==> src/rtl/vx_tcu_fedp_seq.sv <==
// Issue/collect sequencer for the fixed-latency FEDP dot-product pipeline: credit admission,
// valid/tag shadow pipe, in-order response FIFO. Perf counters under VX_TCU_SEQ_PERF_EN.
module vx_tcu_fedp_seq #(
  parameter int N       = 1,
  parameter int XLEN    = 32,
  parameter int LATENCY = 10,
  parameter int DEPTH   = 16,
  parameter int TAGW    = 8
) (
  input  logic              clk,
  input  logic              reset_n,
  input  logic              req_valid,
  output logic              req_ready,
  input  logic [2:0]        req_fmt_s,
  input  logic [2:0]        req_fmt_d,
  input  logic [N*XLEN-1:0] req_a_row,
  input  logic [N*XLEN-1:0] req_b_col,
  input  logic [XLEN-1:0]   req_c_val,
  input  logic [TAGW-1:0]   req_tag,
  output logic              fedp_enable,
  output logic [2:0]        fedp_fmt_s,
  output logic [2:0]        fedp_fmt_d,
  output logic [N*XLEN-1:0] fedp_a_row,
  output logic [N*XLEN-1:0] fedp_b_col,
  output logic [XLEN-1:0]   fedp_c_val,
  input  logic [XLEN-1:0]   fedp_d_val,
  output logic              rsp_valid,
  input  logic              rsp_ready,
  output logic [XLEN-1:0]   rsp_d_val,
  output logic [TAGW-1:0]   rsp_tag,
  output logic              busy
`ifdef VX_TCU_SEQ_PERF_EN
  ,
  output logic [31:0]       perf_issued,
  output logic [31:0]       perf_stalls
`endif
);
  localparam int CW = $clog2(DEPTH + 1);
  localparam int PW = $clog2(DEPTH);
  localparam int EW = XLEN + TAGW;

  logic                         run_q, run_d;
  logic [CW-1:0]                credits_q, credits_d, count_q, count_d;
  logic [PW-1:0]                wr_ptr_q, wr_ptr_d, rd_ptr_q, rd_ptr_d;
  logic [LATENCY-1:0]           vld_pipe_q, vld_pipe_d;
  logic [LATENCY-1:0][TAGW-1:0] tag_pipe_q, tag_pipe_d;
  logic [DEPTH-1:0][EW-1:0]     mem_q, mem_d;
  logic                         fire, pop, wr;

  // The FEDP never stalls, so operands go straight through; bubbles are just !fire.
  assign fedp_enable = run_q;
  assign fedp_fmt_s  = req_fmt_s;
  assign fedp_fmt_d  = req_fmt_d;
  assign fedp_a_row  = req_a_row;
  assign fedp_b_col  = req_b_col;
  assign fedp_c_val  = req_c_val;

  assign req_ready = run_q & (credits_q != '0);
  assign fire      = req_valid & req_ready;
  assign rsp_valid = (count_q != '0);
  assign pop       = rsp_valid & rsp_ready;
  assign wr        = vld_pipe_q[LATENCY-1];
  assign rsp_d_val = mem_q[rd_ptr_q][EW-1:TAGW];
  assign rsp_tag   = mem_q[rd_ptr_q][TAGW-1:0];
  assign busy      = (|vld_pipe_q) | rsp_valid;

  always_comb begin
    run_d      = 1'b1;
    credits_d  = credits_q;
    count_d    = count_q;
    wr_ptr_d   = wr_ptr_q;
    rd_ptr_d   = rd_ptr_q;
    mem_d      = mem_q;
    vld_pipe_d = vld_pipe_q;
    tag_pipe_d = tag_pipe_q;

    vld_pipe_d[0] = fire;
    tag_pipe_d[0] = req_tag;
    for (int i = 1; i < LATENCY; i++) begin
      vld_pipe_d[i] = vld_pipe_q[i-1];
      tag_pipe_d[i] = tag_pipe_q[i-1];
    end

    // A credit is held from issue until the result leaves the FIFO, so writes never overflow.
    if (fire && !pop)      credits_d = credits_q - CW'(1);
    else if (pop && !fire) credits_d = credits_q + CW'(1);

    if (wr && !pop)      count_d = count_q + CW'(1);
    else if (pop && !wr) count_d = count_q - CW'(1);

    if (wr) begin
      mem_d[wr_ptr_q] = {fedp_d_val, tag_pipe_q[LATENCY-1]};
      wr_ptr_d        = (wr_ptr_q == PW'(DEPTH - 1)) ? '0 : wr_ptr_q + PW'(1);
    end
    if (pop) rd_ptr_d = (rd_ptr_q == PW'(DEPTH - 1)) ? '0 : rd_ptr_q + PW'(1);
  end

  always_ff @(posedge clk or negedge reset_n) begin
    if (!reset_n) begin
      run_q      <= 1'b0;
      credits_q  <= CW'(DEPTH);
      count_q    <= '0;
      wr_ptr_q   <= '0;
      rd_ptr_q   <= '0;
      mem_q      <= '0;
      vld_pipe_q <= '0;
      tag_pipe_q <= '0;
    end else begin
      run_q      <= run_d;
      credits_q  <= credits_d;
      count_q    <= count_d;
      wr_ptr_q   <= wr_ptr_d;
      rd_ptr_q   <= rd_ptr_d;
      mem_q      <= mem_d;
      vld_pipe_q <= vld_pipe_d;
      tag_pipe_q <= tag_pipe_d;
    end
  end

`ifdef VX_TCU_SEQ_PERF_EN
  logic [31:0] perf_issued_q, perf_issued_d, perf_stalls_q, perf_stalls_d;

  always_comb begin
    perf_issued_d = perf_issued_q;
    perf_stalls_d = perf_stalls_q;
    if (fire)                   perf_issued_d = perf_issued_q + 32'd1;
    if (req_valid && !req_ready) perf_stalls_d = perf_stalls_q + 32'd1;
  end

  always_ff @(posedge clk or negedge reset_n) begin
    if (!reset_n) begin
      perf_issued_q <= '0;
      perf_stalls_q <= '0;
    end else begin
      perf_issued_q <= perf_issued_d;
      perf_stalls_q <= perf_stalls_d;
    end
  end

  assign perf_issued = perf_issued_q;
  assign perf_stalls = perf_stalls_q;
`endif
endmodule

==> config.mk <==
export PLATFORM = sky130hd
export DESIGN_NAME = vx_tcu_fedp_seq
export DESIGN_NICKNAME = d
export VERILOG_FILES = /design/src/rtl/vx_tcu_fedp_seq.sv
export SDC_FILE = /design/constraint.sdc
export NUM_CORES = 1
export LEC_CHECK = 0
export ABC_CLOCK_PERIOD_IN_PS = 2500
export BUFFER_PORTS_ARGS = -buffer_cell sky130_fd_sc_hd__buf_2
export CAP_MARGIN = 20
export CORE_MARGIN = 2
export CORE_UTILIZATION = 50
export CTS_CLUSTER_SIZE = 25
export DETAILED_ROUTE_END_ITERATION = 7
export GPL_ROUTABILITY_DRIVEN = 0
export PLACE_DENSITY_LB_ADDON = 0.05
export SLEW_MARGIN = 30
export SYNTH_ARGS = -nofsm -noshare
export SYNTH_HDL_FRONTEND = slang
export SYNTH_SLANG_ARGS = --single-unit
==> constraint.sdc <==
create_clock -name clk -period 2.5 [get_ports clk]
set_clock_uncertainty 0.05 [all_clocks]
set_input_delay 0.25 -clock clk [delete_from_list [all_inputs] [get_ports clk]]
set_output_delay 0.25 -clock clk [all_outputs]
set_load 0.01 [all_outputs]
* After elaboration in Yosys (flattened, before gate mapping)
Cells that the tools add are included.
** Storage, ports and cells
- Output and inout port bits :: 146
- Logic and storage cells :: 71
- Input bits :: 146
- Register bits :: 749
** Operators by class
- Multiplexer cells :: 11
- Equality and inequality tests :: 2
- Bitwise gates (word level) :: 4
- Reductions and logical operators :: 13
- $lt $le $gt $ge :: 3
- Add/subtract/negate cells :: 6
** Operators by type and width (count)
- bitwise mux 640 bit :: 1
- binary-select mux 40 bit (select 4 bit) :: 1
- demux 40 bit (select 4 bit) :: 1
- two-way mux 40 bit :: 2
- two-way mux 5 bit :: 4
- adder 5 x 1 -> 5 bit, second input constant :: 2
- less-than comparator 4 x 5 -> 1 bit, second input constant :: 2
- nonzero test 5 bit :: 2
- OR reduction 10 bit :: 1
- subtractor 5 x 1 -> 5 bit, second input constant :: 2
- adder 4 x 1 -> 4 bit, second input constant :: 2
- equality test 4 bit, second input constant :: 2
- two-way mux 4 bit :: 2
- logical AND 1 bit :: 5
- >= comparator 4 x 1 -> 1 bit, second input constant :: 1
- nonzero test 2 bit :: 2
- bitwise AND 1 bit :: 3
- logical NOT 1 bit :: 3
- bitwise OR 1 bit :: 1

* Logic depth before layout (Yosys ltp)
Gate-level depths: netlist (run 1).
- Word-level depth :: 7
- Gate-level depth with buffers :: 11
- Mapped depth without buffers :: 11

* Worst setup path after synthesis (run 1)
OpenSTA, ideal clock, no wires.
- Path kind :: flip-flop to flip-flop
- From :: register credits_q[4]
- To :: register credits_q[4]
- Clock period less this slack :: 2.755 ns
- Arrival time :: 2.629 ns
- Cell stages (with the launch flop) :: 12
- Path buffers :: 0
- Setup slack :: -0.255 ns
- Setup time :: 0.075 ns
- Data required time :: 2.375 ns
- Cell sequence :: dfstp_2 > nor4_1 > a21boi_0 > and2_1 > ha_1 > inv_1 > fa_1 > nor2b_1 > o21ai_0 > nand3_1 > or3b_2 > xnor2_1
** Between the ends
- Word-level cells in the longest chain between the ends :: 6
- Elaborated cells between the ends (all ways) :: 11
- Those cells by class :: add/sub: 2; mux: 2; bitwise: 2; reduce/logical: 5
** RTL lines
- start: declaration :: line 43 : logic [CW-1:0] credits_q, credits_d, count_q, count_d;
- start signal: assignment :: line 101 : credits_q <= CW'(DEPTH);
- start signal: assignment :: line 110 : credits_q <= credits_d;
- nonzero test 5 bit (*) :: line 58 : assign req_ready = run_q & (credits_q != '0);
- bitwise AND 1 bit (*) :: line 58
- named net req_ready :: line 13 : output logic req_ready,
- bitwise AND 1 bit (*) :: line 59 : assign fire = req_valid & req_ready;
- named net fire :: line 48 : logic fire, pop, wr;
- logical NOT 1 bit :: line 86 : else if (pop && !fire) credits_d = credits_q + CW'(1);
- logical AND 1 bit :: line 86
- nonzero test 2 bit (no source line)
The timed path passes the listed nets; every way through them passes the cells marked *. The select of a mux whose other input is x is not followed.
A chain may end at the register's enable or synchronous reset.

* Final worst setup path (run 1)
- From :: register rd_ptr_q[0]
- To :: output port rsp_d_val[3]
** Between the ends
- Word-level cells in the longest chain between the ends :: 2
** RTL lines
- start: declaration :: line 44 : logic [PW-1:0] wr_ptr_q, wr_ptr_d, rd_ptr_q, rd_ptr_d;
- start signal: assignment :: line 113 : rd_ptr_q <= rd_ptr_d;
- binary-select mux 40 bit (select 4 bit) :: line 63 : assign rsp_d_val = mem_q[rd_ptr_q][EW-1:TAGW];
- two-way mux 40 bit
- end: declaration :: line 29 : output logic [XLEN-1:0] rsp_d_val,
Every way passes these cells. The select of a mux whose other input is x is not followed.

==> metrics, run 1 <==
Synth Area in Adders 0.00605; status complete, but fails checks; min-delay worst type primary input to flip-flop; vias in the first global route around 20,000; worst vdd ir 0.000901 V; final wirelength 83.7 mm; top-level port count 292; area of the die 0.0691 sq mm; critical path data arrival time about 2500 ps; WL met3 4.75 mm; drt drc 0; Synth Register Bits 749; MaxCap Viol Count 0; grt ovf 0; crit end category primary output; Hold WS 38.0 ps; Switch Pwr ~17 mW; clk buf depth 3; final net count around 2,500; Finished Cell Area 0.0389 sq mm; DP Area 0.0346 sq mm; Least-Margin Pin Slew 677 ps; Via Count approximately 19,000; vias per inst 5.87; Num CTS Buffers 82; switch share 0.317; Synth Area in Compound Gates 0.0485; RSZ-0062 raised after global routing yes; Mapped Nets around 2,400; fin crit share 1.13; row cnt 94; fillcell total 5,163; final antenna-violating net count 0; P_leak 17.0 nW; failing checks setup timing; final hold violations 0; fmax 354 MHz; Synth Warn # 0; Post-Synth XOR/XNOR Area 0.00288; most common cell after layout, fill and taps aside dfrtp_1; largest family of logic cells by synthesized area multiplexers; share of cells above drive strength 1 0.537; Pint 35.8 mW; Syn Inst Count 2,262; register area share after synthesis 0.559; ys async rst share 1.00; Vert. Die Dim 263 microns; gr usage total 0.244; input/output buffers 87; Simple-Gate Fraction of Synth Area 0.0118; die width about 260 microns; first drt pass iteration count 6; DR WL/cell 25.7 microns; minimum clock period 2830 ps; post-detail-place hpwl roughly 48 mm; Syn Std Cell Area 0.0335 sq mm; WL met2 39.8 mm; startpoint types flip-flop; initial antenna violation count 3; power per cell area 1340 mW/mm^2; Worst-path clk slew around 60 ps; Root Buffer clkbuf_16; post-synthesis mux area share 0.319; synth unique cells 37; area delta synth->final 16.2%; setup slack after layout -328 ps; met1 wire length 36.5 mm; Clk Latency, worst-skew pair 620 ps; pin count of the biggest net entering global routing 97; clock group share of total power 0.229; Mean Syn Cell Area 14.8 sq um; CTS tree yes; Clock Sinks 749; most frequent cells in the layout 743 x dfrtp_1, 679 x mux2_2, 115 x mux2i_1; Slew Limit Fails 0; htree depth 3; crit path kind flip-flop to primary output; Top FF cell, synth dfrtp_1; top layer reached by signal wires met5; Comb pwr share 0.403; # setup viols final 40; Worst slew margin 0.549; DRT iter0 DRCs 1,151; sequential power share 0.368; CP max FO 7; CORE AREA 0.0661 sq mm; first-pass GRT wire length roughly 130 mm; Post-synth EDFFs 0; CP required 2200 ps; setup TNS -10,470 ps; Initial Utilization 0.507
## path summary, 6_finish.rpt
kind,from,endpoint,slack [ps],cells past startpoint
setup / recovery,rd_ptr_q[0],rsp_d_val[3],-330,7
hold / removal,fedp_d_val[9],mem_q[137],40,2
setup reg to reg,count_q[0],credits_q[4],80,11
hold reg to reg,tag_pipe_d[37],tag_pipe_d[45],290,0
max in group asynchronous,reset_n,mem_q[139],1240,4
min in group asynchronous,reset_n,mem_q[325],130,2
## synth_stat cells (all sizes together), types with 6 or more instances
cell | count | area (sq um)
a21oi | 46 | 230
a221oi | 40 | 588
a22oi | 41 | 308
and2 | 6 | 37.5
buf | 211 | 1450
clkbuf | 69 | 259
dfrtp | 748 | 18700
ha | 13 | 163
inv | 10 | 37.5
mux2 | 681 | 7670
mux2i | 122 | 1220
mux4 | 80 | 1800
nand2 | 66 | 248
o21ai | 89 | 445
xnor2 | 7 | 61.3
## per-stage QoR
step                      power [mW]  utilization  setup slack (ps)  cells
after detailed placement        37.3        0.524             -65.2   3033
after floorplan                 31.8            -              56.1   2262
after CTS                       51.4        0.579              -369   3229
final                           52.3        0.589              -328   3255
after global placement          36.7        0.524              18.7   3033
after global routing            55.3        0.589              -429   3254
## repair_timing
item / 4_1_cts / 5_1_grt
endpoints found under the setup margin: 43 / 44
hold buffers: 11 / 0
endpoints found under the hold margin: 408 / 0
gates cloned: 10 / 7
buffers inserted: 27 / 20
gates resized for setup: 110 / 109
pin swaps: 57 / 76
## power groups by stage
stage,Combinational [mW],Sequential (mW),Clock (mW)
2_1_floorplan,13.4,18.5,0
3_3_place_gp,17.5,19.2,0
3_5_place_dp,17.8,19.5,0
4_1_cts,19.8,19.3,12.3
5_1_grt,22.6,19.9,12.8
6_report,21.1,19.3,12.0
## cell families (layout without fill, tap and decap cells)
group                    count (synthesis)  in the layout
multiplexers                           883            883
adder cells (fa/ha/maj)                 15             15
flip-flops                             749            749
AND/OR/NAND/NOR                         90             90
AO/OA/AOI/OAI                          223            223
buffers and inverters                  290            418
other                                    1              2
XOR/XNOR                                11             11
## layout make-up
cell class	instances	area (sq um)	area share
sequential	749	18800	0.482
antenna	1	2.50	0.0000643
timing repair buffer	260	2910	0.0746
tap	864	1080	0.0278
clock buffer	129	2480	0.0638
inverter	10	40.0	0.00103
clock inverter	19	203	0.00520
multi-input combinational	1223	13500	0.346
## state kept, by name, indices dropped and copies added, names as in the netlist
name,flops
count_q,5
tag_pipe_d,72
wr_ptr_q,4
mem_q,640
rd_ptr_q,4
fedp_enable,1
vld_pipe_q,10
tag_pipe_q,8
credits_q,5
## critical path, cell delays in order (launching register included)
cell and delay, ps:
dfrtp_4 460, buf_12 170, buf_12 160, buf_6 120
mux4_2 500, a22oi_1 180, nand2_1 130, buf_2 160
## per-layer routing
metal / vias to the layer above / global-route usage
li1: 8260 / -
met1: 10216 / 0.326
met2: 476 / 0.397
met3: 165 / 0.0618
met4: 4 / 0.0673
met5: - / 0.00693
No activity file was read; power rests on OpenSTA's default activity.
==> inputs of run 2 (changes only) <==
--- a/config.mk
+++ b/config.mk
@@ -5,7 +5,6 @@
 export SDC_FILE = /design/constraint.sdc
 export NUM_CORES = 1
 export LEC_CHECK = 0
-export ABC_CLOCK_PERIOD_IN_PS = 2500
 export BUFFER_PORTS_ARGS = -buffer_cell sky130_fd_sc_hd__buf_2
 export CAP_MARGIN = 20
 export CORE_MARGIN = 2
@@ -13,7 +12,7 @@
 export CTS_CLUSTER_SIZE = 25
 export DETAILED_ROUTE_END_ITERATION = 7
 export GPL_ROUTABILITY_DRIVEN = 0
-export PLACE_DENSITY_LB_ADDON = 0.05
+export PLACE_DENSITY_LB_ADDON = 0.15
 export SLEW_MARGIN = 30
 export SYNTH_ARGS = -nofsm -noshare
 export SYNTH_HDL_FRONTEND = slang
==> metrics, run 2 (synthesized netlist as in run 1, its figures left out) <==
status complete, but fails checks; failing checks setup timing; # diodes 0 (-1); R2R cell count 11 (unchanged); CTS tree yes; Least-Margin Pin Slew 660 ps (-17.1 ps); fmax 352 MHz (-0.46%); setup slack after layout -341 ps (-13.1 ps); input/output buffers 87 (unchanged); utilization after layout 0.589 (about the same); initial antenna violation count 0 (-3); Initial Utilization 0.507 (unchanged); Vert. Die Dim 263 microns (unchanged); Crit. Startpoint rd_ptr_q[0]; Crit-path slowest cell mux4_2; crit path cell chain buf_12 > buf_12 > buf_12 > mux4_2 > a22oi_1 > nand2_1 > buf_2; power per cell area 1340 mW/mm^2 (about the same); vias per inst 5.89 (+0.19%); crit end category primary output; final net count 2,491 (+0.16%); Clock Sinks 749 (unchanged); most frequent cells in the layout 741 x dfrtp_1, 681 x mux2_2, 119 x mux2i_1; Tot Pwr 52.3 mW (about the same); gr usage total 0.241 (-0.00275); r2r endpoint count_q[4]; RSZ-0062 raised after global routing yes; reg-to-reg startpoint count_q[4]; min-delay worst type primary input to flip-flop; CP required 2200 ps (about the same); Reg2Reg Setup Slack 60 ps (-20 ps); final wirelength 82.1 mm (-1.9%); non-filler cells, final 3,255 (unchanged); top-level port count 292 (unchanged); clk buf depth 3 (unchanged); post-detail-place hpwl 47.4 mm (-0.51%); Most flops, register mem_q; fillcell total 5,055 (-2.1%); Hold WS 24.7 ps (-13.3 ps); share of cells above drive strength 1 0.529 (-0.00817); vias in the first global route 20,486 (-0.024%); Worst-path clk slew 60 ps (about the same); startpoint types flip-flop; CORE AREA 0.0661 sq mm (unchanged); P_leak 17.1 nW (+0.39%); critical path data arrival time 2540 ps (about the same); MaxCap Viol Count 0 (unchanged); minimum clock period 2840 ps (+13.1 ps); most frequent CP cell buf_12; CP max FO 13 (+6); area delta synth->final 16.2% (about the same); htree depth 3 (unchanged); worst stage delay on the critical path 500 ps (about the same); first-pass GRT wire length 127 mm (-1.2%); die width 263 microns (unchanged); DRT iter0 DRCs 1,137 (-1.2%); final hold violations 0 (unchanged); Slew Limit Fails 0 (unchanged); pin count of the biggest net entering global routing 77 (-21%); worst vdd ir 0.000741 V (-18%); grt ovf 0 (unchanged); crit path kind flip-flop to primary output; Worst slew margin 0.560 (+0.0114); drt drc 0 (unchanged); DR WL/cell 25.2 microns (-1.9%); Critical Path Sink rsp_tag[7]; dpl cells 3,040 (+0.23%); first drt pass iteration count 5 (-1); most common cell after layout, fill and taps aside dfrtp_1; Num CTS Buffers 82 (unchanged); fin crit share 1.14 (+0.00524); Root Buffer clkbuf_16; Via Count 19,158 (+0.19%); area of the die 0.0691 sq mm (unchanged); final antenna-violating net count 0 (unchanged); Clk Latency, worst-skew pair 630 ps (about the same); # setup viols final 40 (unchanged); row cnt 94 (unchanged); max reg flops 640 (unchanged)
-- run 2: cell count changes in the layout (fill, tap and decap cells not counted), sizes merged --
cell and delta:
buf +7, bufbuf +3, bufinv +7, clkbuf -15, clkinv -4, clkinvlp +2, diode -1, inv +1
-- run 2: repair_timing --
| item | 4_1_cts | 5_1_grt |
|---|---|---|
| gates resized for setup | 100 | 54 |
| hold endpoints to repair | 165 | 0 |
| endpoints found under the setup margin | 43 | 44 |
| hold buffers | 11 | 0 |
| cloned | 12 | 1 |
| pin swaps | 45 | 43 |
| buffers inserted | 26 | 21 |
-- run 2: area by class of cell --
type	instances	area, sq um	area share
tap	864	1080	0.0278
timing repair buffer	264	2860	0.0734
clock inverter	25	413	0.0106
clock buffer	120	2430	0.0624
inverter	10	37.5	0.000964
multi-input combinational	1223	13400	0.343
sequential	749	18800	0.482
-- run 2: report_power, final --
part           internal, mW  total [mW]  switching, mW
Combinational          11.3        20.4           9.12
Clock                  7.84        12.7           4.81
Sequential             16.8        19.3           2.45
Total                  36.0        52.3           16.4
-- run 2: worst max-delay path: cells and delay by family (launching register included) --
kind / cells / cell delay [ps]
buf+inv: 4 / 650
mux: 1 / 500
flops: 1 / 430
compound gates: 1 / 190
simple gates: 1 / 130
-- run 2: how the worst min path moves through the flow --
stage / from / to / slack, ps / depth (start not counted)
2_1_floorplan: reset_n / count_q[0] / -100 / 0
3_3_place_gp: reset_n / tag_pipe_d[77] / 200 / 1
3_5_place_dp: reset_n / tag_pipe_d[77] / 210 / 1
4_1_cts: fedp_d_val[10] / mem_q[618] / 2 / 2
5_1_grt: fedp_d_val[10] / mem_q[618] / 40 / 2
6_report: fedp_d_val[14] / mem_q[462] / 20 / 2
-- run 2: through the flow --
stage	area [sq um]	worst slack (ps)	setup TNS [ps]
detailed placement	34900	-37.2	-51.5
floorplan	33500	56.1	0
global placement	34900	11.4	0
CTS	38600	-377	-12030
global route	38900	-434	-14440
finish	38900	-341	-10660
-- run 2: per-layer routing --
metal | GRT usage | part of all wire | vias up
li1 | - | - | 8296
met2 | 0.397 | 0.49 | 430
met4 | 0.0768 | 0.028 | 2
met3 | 0.0445 | 0.044 | 143
met5 | 0.00416 | 0.00045 | -
met1 | 0.325 | 0.44 | 10287
